## src/rtl/instr_mem_loader.sv

```systemverilog
// Write-side front end for the byte-addressed instruction memory: parses a framed byte
// stream (16-bit word count, payload, 8-bit additive checksum) into byte writes.
module instr_mem_loader #(
  parameter int unsigned MEM_SIZE  = 1024,
  parameter int unsigned ADDR_W    = $clog2(MEM_SIZE),
  parameter int unsigned MAX_WORDS = MEM_SIZE / 4
) (
  input  logic              clk,
  input  logic              rst,
  input  logic              start,
  input  logic [7:0]        byte_in,
  input  logic              byte_in_valid,
  output logic              byte_in_ready,
  output logic              mem_we,
  output logic [ADDR_W-1:0] mem_addr,
  output logic [7:0]        mem_wdata,
  output logic              cpu_hold,
  output logic              done,
  output logic              error,
  output logic [15:0]       words_loaded
);

  typedef enum logic [2:0] {
    StIdle,
    StLenHi,
    StLenLo,
    StData,
    StCsum,
    StDone,
    StErr
  } state_e;

  state_e state_q, state_d;

  logic [15:0]       len_q, len_d;
  logic [ADDR_W-1:0] cnt_q, cnt_d;
  logic [7:0]        csum_q, csum_d;

  logic              ready_d, hold_d, done_d, error_d, mem_we_d;
  logic [ADDR_W-1:0] mem_addr_d;
  logic [7:0]        mem_wdata_d;
  logic [15:0]       words_d;

  logic        accept;
  logic [15:0] len_full;
  logic [17:0] last_idx;
  logic        last_byte;

  assign accept    = byte_in_valid && byte_in_ready;
  assign len_full  = {len_q[15:8], byte_in};
  // Index of the final payload byte; only consulted in DATA, where len_q >= 1.
  assign last_idx  = {len_q, 2'b00} - 18'd1;
  assign last_byte = (18'(cnt_q) == last_idx);

  // State register
  always_ff @(posedge clk) begin
    if (rst) begin
      state_q <= StIdle;
    end else begin
      state_q <= state_d;
    end
  end

  // Next-state logic
  always_comb begin
    state_d = state_q;
    unique case (state_q)
      StIdle, StDone, StErr: begin
        if (start) state_d = StLenHi;
      end
      StLenHi: begin
        if (accept) state_d = StLenLo;
      end
      StLenLo: begin
        if (accept) begin
          if (32'(len_full) > MAX_WORDS) begin
            state_d = StErr;
          end else if (len_full == 16'd0) begin
            state_d = StCsum;
          end else begin
            state_d = StData;
          end
        end
      end
      StData: begin
        if (accept && last_byte) state_d = StCsum;
      end
      StCsum: begin
        if (accept) state_d = (byte_in == csum_q) ? StDone : StErr;
      end
      default: state_d = StIdle;
    endcase
  end

  // Datapath and registered-output next values
  always_comb begin
    len_d       = len_q;
    cnt_d       = cnt_q;
    csum_d      = csum_q;
    mem_we_d    = 1'b0;
    mem_addr_d  = mem_addr;
    mem_wdata_d = mem_wdata;
    words_d     = words_loaded;
    unique case (state_q)
      StIdle, StDone, StErr: begin
        if (start) begin
          cnt_d  = '0;
          csum_d = '0;
        end
      end
      StLenHi: begin
        if (accept) len_d[15:8] = byte_in;
      end
      StLenLo: begin
        if (accept) len_d[7:0] = byte_in;
      end
      StData: begin
        if (accept) begin
          mem_we_d    = 1'b1;
          mem_addr_d  = cnt_q;
          mem_wdata_d = byte_in;
          cnt_d       = cnt_q + ADDR_W'(1);
          csum_d      = csum_q + byte_in;
        end
      end
      StCsum: begin
        if (accept && (byte_in == csum_q)) words_d = len_q;
      end
      default: ;
    endcase
    ready_d = (state_d == StLenHi) || (state_d == StLenLo) ||
              (state_d == StData)  || (state_d == StCsum);
    // ERR keeps the pipeline stalled so a partial image never runs.
    hold_d  = ready_d || (state_d == StErr);
    done_d  = (state_d == StDone);
    error_d = (state_d == StErr);
  end

  always_ff @(posedge clk) begin
    if (rst) begin
      len_q         <= '0;
      cnt_q         <= '0;
      csum_q        <= '0;
      byte_in_ready <= 1'b0;
      mem_we        <= 1'b0;
      mem_addr      <= '0;
      mem_wdata     <= '0;
      cpu_hold      <= 1'b0;
      done          <= 1'b0;
      error         <= 1'b0;
      words_loaded  <= '0;
    end else begin
      len_q         <= len_d;
      cnt_q         <= cnt_d;
      csum_q        <= csum_d;
      byte_in_ready <= ready_d;
      mem_we        <= mem_we_d;
      mem_addr      <= mem_addr_d;
      mem_wdata     <= mem_wdata_d;
      cpu_hold      <= hold_d;
      done          <= done_d;
      error         <= error_d;
      words_loaded  <= words_d;
    end
  end

endmodule

```

## config.mk

```make
export PLATFORM = sky130hd
export DESIGN_NAME = instr_mem_loader
export DESIGN_NICKNAME = d
export VERILOG_FILES = /design/src/rtl/instr_mem_loader.sv
export SDC_FILE = /design/constraint.sdc
export NUM_CORES = 1
export LEC_CHECK = 0
export CAP_MARGIN = 30
export CORE_ASPECT_RATIO = 1.2
export CORE_MARGIN = 1.5
export CORE_UTILIZATION = 47
export CTS_BUF_LIST = sky130_fd_sc_hd__clkbuf_2 sky130_fd_sc_hd__clkbuf_4 sky130_fd_sc_hd__clkbuf_8
export DETAILED_ROUTE_END_ITERATION = 8
export PLACE_DENSITY = 0.73
export SYNTH_ARGS = -nofsm -noshare
export SYNTH_HDL_FRONTEND = slang
export SYNTH_SLANG_ARGS = --single-unit
export TNS_END_PERCENT = 50
```

## constraint.sdc

```tcl
create_clock -name clk -period 2.1 [get_ports clk]
set_clock_uncertainty 0.1 [all_clocks]
set_input_delay 0.21 -clock clk [delete_from_list [all_inputs] [get_ports clk]]
set_output_delay 0.21 -clock clk [all_outputs]
set_load 0.05 [all_outputs]
```

==> impl_metrics.toml <==
[status]
status = "complete, but fails checks"
violations = "setup timing"

[timing]
relSlewSlack = 0.545
final.min_clock_period_ps = 2160
holdWs_ps = 232
hold_viol_final = 0
rsz0062_at_grt = "yes"
fin_crit_sh = 1.03
max_freq_mhz = 464
finalSetupViolCount = 5
tightest_slew_ps = 682
setup_ws_ps = -56.3
finalMaxSlewViolations = 0

[route]
wl_met2_um = 4580
drt-met1-wl_um = 4100
wl_per_cell_um = 15.2
vias = 3320
first_iter_violations = 159
top_layer_used = "met4"
routed_wl_um = 9220
drc = 0
ant_nets = 0
route.met3.wl_um = 339
first_pass_iters = 4
vias_per_cell = 5.47

[worst_setup_path]
reg2reg_to = "done$_SDFF_PP0_"
crit_end = "done$_SDFF_PP0_"
cp.required_ps = 2300
r2r-start = "len_q[1]$_SDFFE_PP0P_"
crit_path_end_kind = "flop"
reg2reg_depth = 10
r2r_slack_ps = -60
criticalPathCategory = "reg2reg"
start_kind = "flop"
crit_fanout = 4
arrival_ps = 2360
cp-startpoint = "len_q[1]$_SDFFE_PP0P_"

[layout]
final_cell_mix = "dfxtp_1 (68), nand2_1 (57), nor2_1 (55)"
utilization = 0.681
multi_input_area_um2 = 2140
fin_area_um2 = 4980
drive_gt1_frac = 0.234
fin_nets = 534
areaGrowthSynthToFinish_pct = 38.7
stdcell_count = 607
n_fill_cell = 590
regArea_um2 = 1530
diodes = 0
final_common_cell = "dfxtp_1"

[placed_design]
port_buffers = 50
dpl.cell_count = 582
dpl-instance-area_um2 = 4480
dp_hpwl_um = 6410
gp_congestion = 0.923

[hold_path]
worstHoldStart = "byte_in[5]"
hold_path_depth = 4
hold_class = "in2reg"

[synthesis]
ys_seq_elements = 76
synth_fp_nets = 441
synth_edf_count = 0
syn_avg_cell_area_um2 = 8.57
yosys_warnings = 0
ys_seq_area_frac = 0.424
synth_ff_type = "dfxtp_1"
ys_async_sr_fraction = 0
synth_cells = 419
syn-cell-area_um2 = 3590
ys_types = 52

[power]
pwr-share-comb = 0.103
total_power_mw = 2.95
pwr-share-seq = 0.499
sw_frac_of_total = 0.269
p_clk_frac = 0.397
p_per_area_nw_per_um2 = 592
p_leak_nw = 2.01
p_switching_uw = 793
vdd_drop_max_mv = 0.435
p_int_mw = 2.16

[global_route]
antenna_found_initial = 0
grt_max_degree = 38
grt_usage = 0.220
gr-total-overflow = 0
grt_pass1_vias = 3166
grt_pass1_wl_um = 14700

[clock_network]
clock_latency_ps = 360
htreeDepth = 3
hold_buffers = 0
clockBufferDepth = 2
cts_tree = "done"
cts_buffers = 9
cts_sinks = 76
clk_pin_slew_worst_paths_ps = 90
clockRootBuffer = "clkbuf_8"

[floorplanning]
io_pins = 51
placementRows = 34
dieArea_um2 = 8180
die_x_um = 82.8
start_util = 0.491
core-area_um2 = 7320
die_h_um = 98.8

[job]
cap_violations = 0
==> cell families (layout without fill, tap and decap cells) <==
logic type / Yosys count / count (layout) / share of synthesized area
DFF: 76 / 76 / 0.424
muxes: 20 / 20 / 0.0557
adders and majority gates: 11 / 11 / 0.0397
AOI/OAI and AO/OA: 74 / 74 / 0.134
and+or+nand+nor: 184 / 184 / 0.249
xor gates and xnor gates: 25 / 25 / 0.0610
buffers and inverters: 29 / 127 / 0.0369
==> Yosys cell counts, types with 6 or more instances <==
library cell,number,area (um^2)
clkbuf_1,16,60.1
xor2_1,15,131
dfxtp_1,76,1520
nand3_1,19,95.1
nand2_1,58,218
nor3_1,8,40.0
nor2b_1,6,37.5
xnor2_1,10,87.6
a22oi_1,8,60.1
nor2_1,58,218
a21oi_1,43,215
mux2i_1,20,200
ha_1,9,113
==> state kept, by name, indices dropped and copies added (netlist names), 3 cells and up <==
register      flops
words_loaded     16
mem_addr         10
csum_q            8
cnt_q            10
state_q           3
mem_wdata         8
len_q            16
==> layout make-up <==
type | count | share of cell area
Tap cell | 90 | 0.0226
Clock buffer | 9 | 0.0249
Clock inverter | 7 | 0.0166
Inverter | 5 | 0.00377
Multi-Input combinational cell | 314 | 0.429
Sequential cell | 76 | 0.307
Timing Repair Buffer | 106 | 0.196
==> power groups by stage <==
stage | clock network [mW] | logic (mW) | registers [mW]
floorplan | 0 | 0.139 | 1.52
global placement | 0 | 0.272 | 1.51
detailed placement | 0 | 0.275 | 1.51
CTS | 1.20 | 0.284 | 1.47
global route | 1.25 | 0.326 | 1.48
finish | 1.17 | 0.304 | 1.47
==> per-layer routing <==
metal / global-route usage / up-vias
met1: 0.276 / 1603
li1: - / 1629
met2: 0.370 / 66
met4: 0.0987 / 0
met3: 0.0377 / 22
met5: 0 / -
==> worst max-delay path, stage by stage, from the launching register on <==
cell and delay [ps]:
dfxtp_2 340, inv_2 50, ha_4 160, nor4b_4 130
buf_4 160, a2111oi_4 290, o32ai_1 130, o21bai_4 210
o21bai_4 210, and2b_4 180, a21boi_2 140
==> how the worst min path moves through the flow <==
| stage | endpoint | slack, ps |
|---|---|---|
| after global placement | mem_wdata[4]$_SDFFE_PP0P_ | 340 |
| after global routing | mem_wdata[0]$_SDFFE_PP0P_ | 250 |
| after CTS | len_q[9]$_SDFFE_PP0P_ | 260 |
| after floorplan | mem_we$_SDFF_PP0_ | 190 |
| after detailed placement | mem_addr[1]$_SDFFE_PP0P_ | 350 |
| final | mem_wdata[5]$_SDFFE_PP0P_ | 230 |
==> stage by stage <==
step                TNS [ps]  worst slack (ps)
floorplan                  0              18.4
global placement       -9550              -385
detailed placement    -10600              -471
CTS                    -12.3             -12.3
global route           -1490              -146
finish                  -143             -56.3
==> timing repair <==
item | CTS | global route
gates resized for setup | 9 | 32
gates cloned | 0 | 3
setup buffers | 3 | 3
pin swaps | 12 | 10
endpoints found under the setup margin | 21 | 33
Power figures use the tool's default switching activity.
